[src/rtl/mgr_oob_tx.sv]
// Stack Bus OOB downstream transmitter: turns one configuration command plus its option
// words into a delimited OOB packet (header + N payload words) behind a valid/ready stage.
module mgr_oob_tx #(
    parameter int unsigned DATA_W  = 32,
    parameter int unsigned TAG_W   = 8,
    parameter int unsigned LANES_W = 6,
    parameter int unsigned LEN_W   = 4,
    parameter int unsigned TYPE_W  = 2,
    parameter int unsigned CNT_W   = 16
) (
    input  logic               clk,
    input  logic               reset_poweron,
    input  logic               cmd_valid,
    output logic               cmd_ready,
    input  logic [TAG_W-1:0]   cmd_tag,
    input  logic [LANES_W-1:0] cmd_num_lanes,
    input  logic [LEN_W-1:0]   cmd_num_words,
    input  logic               pl_valid,
    output logic               pl_ready,
    input  logic [DATA_W-1:0]  pl_data,
    output logic               mgr__std__oob_valid,
    input  logic               std__mgr__oob_ready,
    output logic [1:0]         mgr__std__oob_cntl,
    output logic [TYPE_W-1:0]  mgr__std__oob_type,
    output logic [DATA_W-1:0]  mgr__std__oob_data,
    output logic               busy,
    output logic [CNT_W-1:0]   pkt_count
);

    localparam logic [1:0] CNTL_SOM_EOM = 2'b00;
    localparam logic [1:0] CNTL_SOM     = 2'b01;
    localparam logic [1:0] CNTL_MOM     = 2'b10;
    localparam logic [1:0] CNTL_EOM     = 2'b11;

    localparam logic [TYPE_W-1:0] TYPE_HDR = TYPE_W'(1);
    localparam logic [TYPE_W-1:0] TYPE_OPT = TYPE_W'(2);

    typedef enum logic {StIdle, StPayload} state_t;

    state_t             state_q;
    logic [LEN_W-1:0]   rem_q;
    logic               free;
    logic               last_accepted;
    logic [DATA_W-1:0]  hdr_data;

    // Output register may take a new word when empty or draining this cycle.
    assign free = !mgr__std__oob_valid || std__mgr__oob_ready;

    // Gated with reset so every output reads 0 while reset is held.
    assign cmd_ready = reset_poweron && (state_q == StIdle) && free;
    assign pl_ready  = (state_q == StPayload) && free;
    assign busy      = (state_q == StPayload) || mgr__std__oob_valid;

    assign last_accepted = mgr__std__oob_valid && std__mgr__oob_ready &&
                           ((mgr__std__oob_cntl == CNTL_EOM) ||
                            (mgr__std__oob_cntl == CNTL_SOM_EOM));

    always_comb begin
        hdr_data = '0;
        hdr_data[TAG_W-1:0]                = cmd_tag;
        hdr_data[TAG_W +: LANES_W]         = cmd_num_lanes;
        hdr_data[TAG_W + LANES_W +: LEN_W] = cmd_num_words;
    end

    always_ff @(posedge clk or negedge reset_poweron) begin
        if (!reset_poweron) begin
            state_q             <= StIdle;
            rem_q               <= '0;
            mgr__std__oob_valid <= 1'b0;
            mgr__std__oob_cntl  <= 2'b00;
            mgr__std__oob_type  <= '0;
            mgr__std__oob_data  <= '0;
        end else if (free) begin
            // Fields keep their last value when nothing new loads; only valid drops.
            mgr__std__oob_valid <= 1'b0;
            unique case (state_q)
                StIdle: begin
                    if (cmd_valid) begin
                        mgr__std__oob_valid <= 1'b1;
                        mgr__std__oob_type  <= TYPE_HDR;
                        mgr__std__oob_data  <= hdr_data;
                        rem_q               <= cmd_num_words;
                        if (cmd_num_words == '0) begin
                            mgr__std__oob_cntl <= CNTL_SOM_EOM;
                        end else begin
                            mgr__std__oob_cntl <= CNTL_SOM;
                            state_q            <= StPayload;
                        end
                    end
                end
                StPayload: begin
                    if (pl_valid) begin
                        mgr__std__oob_valid <= 1'b1;
                        mgr__std__oob_type  <= TYPE_OPT;
                        mgr__std__oob_data  <= pl_data;
                        rem_q               <= rem_q - LEN_W'(1);
                        if (rem_q == LEN_W'(1)) begin
                            mgr__std__oob_cntl <= CNTL_EOM;
                            state_q            <= StIdle;
                        end else begin
                            mgr__std__oob_cntl <= CNTL_MOM;
                        end
                    end
                end
            endcase
        end
    end

    always_ff @(posedge clk or negedge reset_poweron) begin
        if (!reset_poweron) begin
            pkt_count <= '0;
        end else if (last_accepted) begin
            pkt_count <= pkt_count + CNT_W'(1);
        end
    end

endmodule

[config.mk]
export PLATFORM = sky130hd
export DESIGN_NAME = mgr_oob_tx
export DESIGN_NICKNAME = d
export VERILOG_FILES = /design/src/rtl/mgr_oob_tx.sv
export SDC_FILE = /design/constraint.sdc
export NUM_CORES = 1
export LEC_CHECK = 0
export ABC_AREA = 1
export CAP_MARGIN = 30
export CORE_MARGIN = 2
export CORE_UTILIZATION = 43
export CTS_CLUSTER_SIZE = 14
export DETAILED_ROUTE_END_ITERATION = 8
export GPL_TIMING_DRIVEN = 0
export MAX_ROUTING_LAYER = met4
export PLACE_DENSITY = 0.8
export SETUP_SLACK_MARGIN = 0.4
export SYNTH_ARGS = -nofsm -noshare
export SYNTH_HDL_FRONTEND = slang
export SYNTH_SLANG_ARGS = --single-unit
[constraint.sdc]
create_clock -name clk -period 1.8 [get_ports clk]
set_clock_uncertainty 0.2 [all_clocks]
set_input_delay 0.45 -clock clk [delete_from_list [all_inputs] [get_ports clk]]
set_output_delay 0.45 -clock clk [all_outputs]
set_load 0.02 [all_outputs]
==> flow_summary.yaml <==
finish:
  syn_to_final_growth_pct: 108
  nets: 596
  final_cells: 620
  drive_gt1_share_pct: 53.0
  antenna_cells: 0
  final_area_mm2: 0.00570
routing:
  postRouteAntennaNets: 0
  wire_per_inst_um: 19.9
  drc_errors: 0
  vias: 3491
  viasPerCell: 5.63
  drt-total-wl_um: 12300
  drtPass1Iterations: 5
  first_iter_violations: 231
critical_path:
  crit_path_start_kind: "flip-flop"
  regToRegSetupSlack_ns: -0.1
  r2r-end: "mgr__std__oob_data[11]"
  path_max_fanout: 6
  cp.arrival_ns: 1.93
  r2r_start: "state_q"
  cp-end-kind: "flip-flop"
  required_ns: 1.84
  critPathKind: "flip-flop to flip-flop"
  crit_end: "mgr__std__oob_data[11]"
  crit_start: "state_q"
  reg2regPathDepth: 13
clock_network:
  htreeDepth: 3
  clock_path_buffers: 2
  cts_root_buffer: "clkbuf_8"
  cts.sinks: 57
  cts_tree: "done"
  clk_pin_slew_worst_paths_ns: 0.08
  clk_latency_ns: 0.36
  numCtsBuffers: 9
synthesis:
  synthSimpleGateAreaFrac_pct: 27.0
  synth-seq-cells: 57
  synth-edff-count: 0
  synth_ff_type: "dfrtp_1"
  synth_fa_ha_area_share_pct: 1.37
  ys_warn_count: 0
  synthMuxAreaShare_pct: 0
  synth_top_family_by_area: "simple AND/OR/NAND/NOR gates"
  synth-compound-area-share_pct: 8.90
  yosysSeqAreaShare_pct: 52.1
  synthXorXnorAreaFrac_pct: 3.52
  synthesis.nets: 394
  syn_area_per_cell_um2: 8.16
  synthCells: 336
  synthArstFlopShare_pct: 100
  synthesis.area_mm2: 0.00274
  synth_cell_types: 27
pwr:
  p_clk_share_pct: 14.1
  pwr-share-comb_pct: 62.0
  p_leak_uw: 0.00266
  ir_drop_uv: 1420
  power.net_switching_uw: 3950
  pwr-share-seq_pct: 23.9
  p_sw_share_pct: 41.7
  p_int_uw: 5520
  powerDensity_mw_per_mm2: 1660
sta:
  whs_ns: -0.210
  layout_min_cycle_time_ns: 1.90
  setup_tns_ns: -1.76
  setup_viol: 36
  max_freq_mhz: 527
  relSlewSlack_pct: 75.8
  slew_violations: 0
  worst_pin_slew_ns: 0.362
  hold_viol: 20
  rsz0062_at_grt: "true"
  finalWorstSetupSlack_ns: -0.0959
  finalCritPeriodShare_pct: 105
placement:
  dp.cells: 524
  port_buffers: 110
  dpl_cell_area_mm2: 0.00402
  place_ws_ns: -0.636
  dpl.hpwl_um: 5460
  gp_congestion: 0.832
outcome:
  violations: "negative hold slack, negative setup slack"
  status: "complete, but fails checks"
floorplanning:
  rows: 29
  io-pin-count: 111
  initial_core_util_pct: 43.9
  design.core.area_mm2: 0.00624
  die_h_um: 83.8
  die_w_um: 83.8
  fp.dieArea_mm2: 0.00703
flow_run:
  maxCapViolCount: 0
worst_hold_path:
  hold_path_class: "primary input to async pin"
global_route:
  grt_pass1_vias: 3348
  grt_overflow_total: 0
  grt_max_degree: 38
  antenna_found_initial: 0
  track_usage_pct: 30.9
  grt_pass1_wl_um: 16300
[routing by layer]
| layer | vias to the layer above | part of all wire (%) | global-route usage, % |
|---|---|---|---|
| met5 | - | 0 | - |
| met1 | 1734 | 37 | 35.1 |
| li1 | 1475 | - | - |
| met4 | 0 | 4.6 | 12.0 |
| met2 | 225 | 51 | 52.4 |
| met3 | 57 | 7.1 | 7.91 |
[cell usage after synthesis, types with 2 or more instances]
master / n / area, um^2
o21ai_0: 19 / 95.1
nor2_1: 37 / 139
a31oi_1: 17 / 106
nor2_2: 2 / 12.5
buf_6: 3 / 33.8
nor2_4: 2 / 22.5
nand4_1: 5 / 31.3
o21ai_1: 3 / 15.0
buf_4: 2 / 15.0
ha_1: 3 / 37.5
clkbuf_1: 2 / 7.51
xor2_1: 10 / 87.6
a21oi_1: 3 / 15.0
buf_2: 7 / 35.0
inv_2: 3 / 11.3
nand2_1: 119 / 447
dfrtp_1: 57 / 1430
nand3_1: 11 / 55.1
o22ai_1: 2 / 12.5
inv_1: 22 / 82.6
[stage by stage]
stage,hold WS (ns),utilization [%],power (uW)
after floorplan,-0.0456,-,3910
after CTS,-0.201,83.8,8330
after detailed placement,0.271,64.4,5370
after global routing,-0.200,91.3,9830
final,-0.210,91.3,9470
after global placement,0.269,64.2,5270
[power by group through the flow]
| stage | sequential, uW | clock [uW] | combinational (uW) |
|---|---|---|---|
| after CTS | 2190 | 1290 | 4850 |
| after detailed placement | 2150 | 0 | 3220 |
| final | 2260 | 1340 | 5880 |
| after global routing | 2290 | 1390 | 6140 |
| after floorplan | 2650 | 0 | 1260 |
| after global placement | 2130 | 0 | 3140 |
[flip-flops by register name, summed over array words and instances, names as in the netlist]
register	cells
rem_q	4
mgr__std__oob_data	32
pkt_count	16
mgr__std__oob_type	1
mgr__std__oob_valid	1
mgr__std__oob_cntl	2
state_q	1
[placed cells by master, fill, tap and decap left out, types with 2 or more instances in the layout]
cell type,instances
o21ai_0,3
nand3_2,5
nand3_1,4
inv_12,2
buf_12,4
inv_1,18
clkbuf_16,2
nor2_4,21
buf_4,49
buf_16,3
nor2_1,7
buf_2,4
inv_4,3
xor2_1,10
nand2_2,28
a21oi_2,2
nand3_4,3
nand2_1,86
a31oi_1,10
nand2_4,7
nand4_1,5
ha_1,2
buf_6,82
clkbuf_1,2
inv_2,4
o21ai_2,14
buf_8,7
nor2_2,13
clkdlybuf4s50_1,52
dfrtp_2,8
clkbuf_8,12
dfrtp_1,49
a31oi_4,6
o21ai_1,5
[cells by family (layout without fill, tap and decap cells)]
kind of cell    after synthesis  in the layout
flops                        57             57
xor+xnor                     11             11
compound gates               44             44
buf+inv                      41            248
fa+ha+maj                     3              3
simple gates                180            180
[worst max-delay path: stages, from the launching register on]
cell,delay (ns)
dfrtp_1,0.37
inv_2,0.07
buf_4,0.13
buf_4,0.13
buf_6,0.11
nand2_2,0.05
nand2_2,0.06
nand2_4,0.11
buf_12,0.13
inv_12,0.04
buf_12,0.12
buf_16,0.14
nor2_4,0.08
a31oi_2,0.05
[area by class of cell]
class / count / area (um^2)
timing repair buffer: 190 / 1980
multi-input combinational: 238 / 1660
sequential: 57 / 1440
fill: 237 / 541
buffer: 15 / 184
clock buffer: 14 / 173
inverter: 26 / 118
tap: 77 / 96.3
clock inverter: 2 / 35.0
timing repair inverter: 1 / 16.3
[worst min-delay path by stage]
| stage | endpoint | slack [ns] |
|---|---|---|
| 5_1_grt | mgr__std__oob_data[11] | -0.20 |
| 3_5_place_dp | mgr__std__oob_data[11] | 0.27 |
| 6_report | mgr__std__oob_data[12] | -0.21 |
| 3_3_place_gp | mgr__std__oob_data[31] | 0.27 |
| 2_1_floorplan | mgr__std__oob_cntl[0] | -0.05 |
| 4_1_cts | pkt_count[7] | -0.20 |
[repair_timing]
item                                    in CTS  in global routing
resized for setup                          470                 68
buffers inserted                            50                 22
endpoints found under the setup margin     113                113
cloned                                       8                  0
endpoints found under the hold margin       20                 20
pin swaps                                   37                 28
Power figures use the tool's default switching activity.
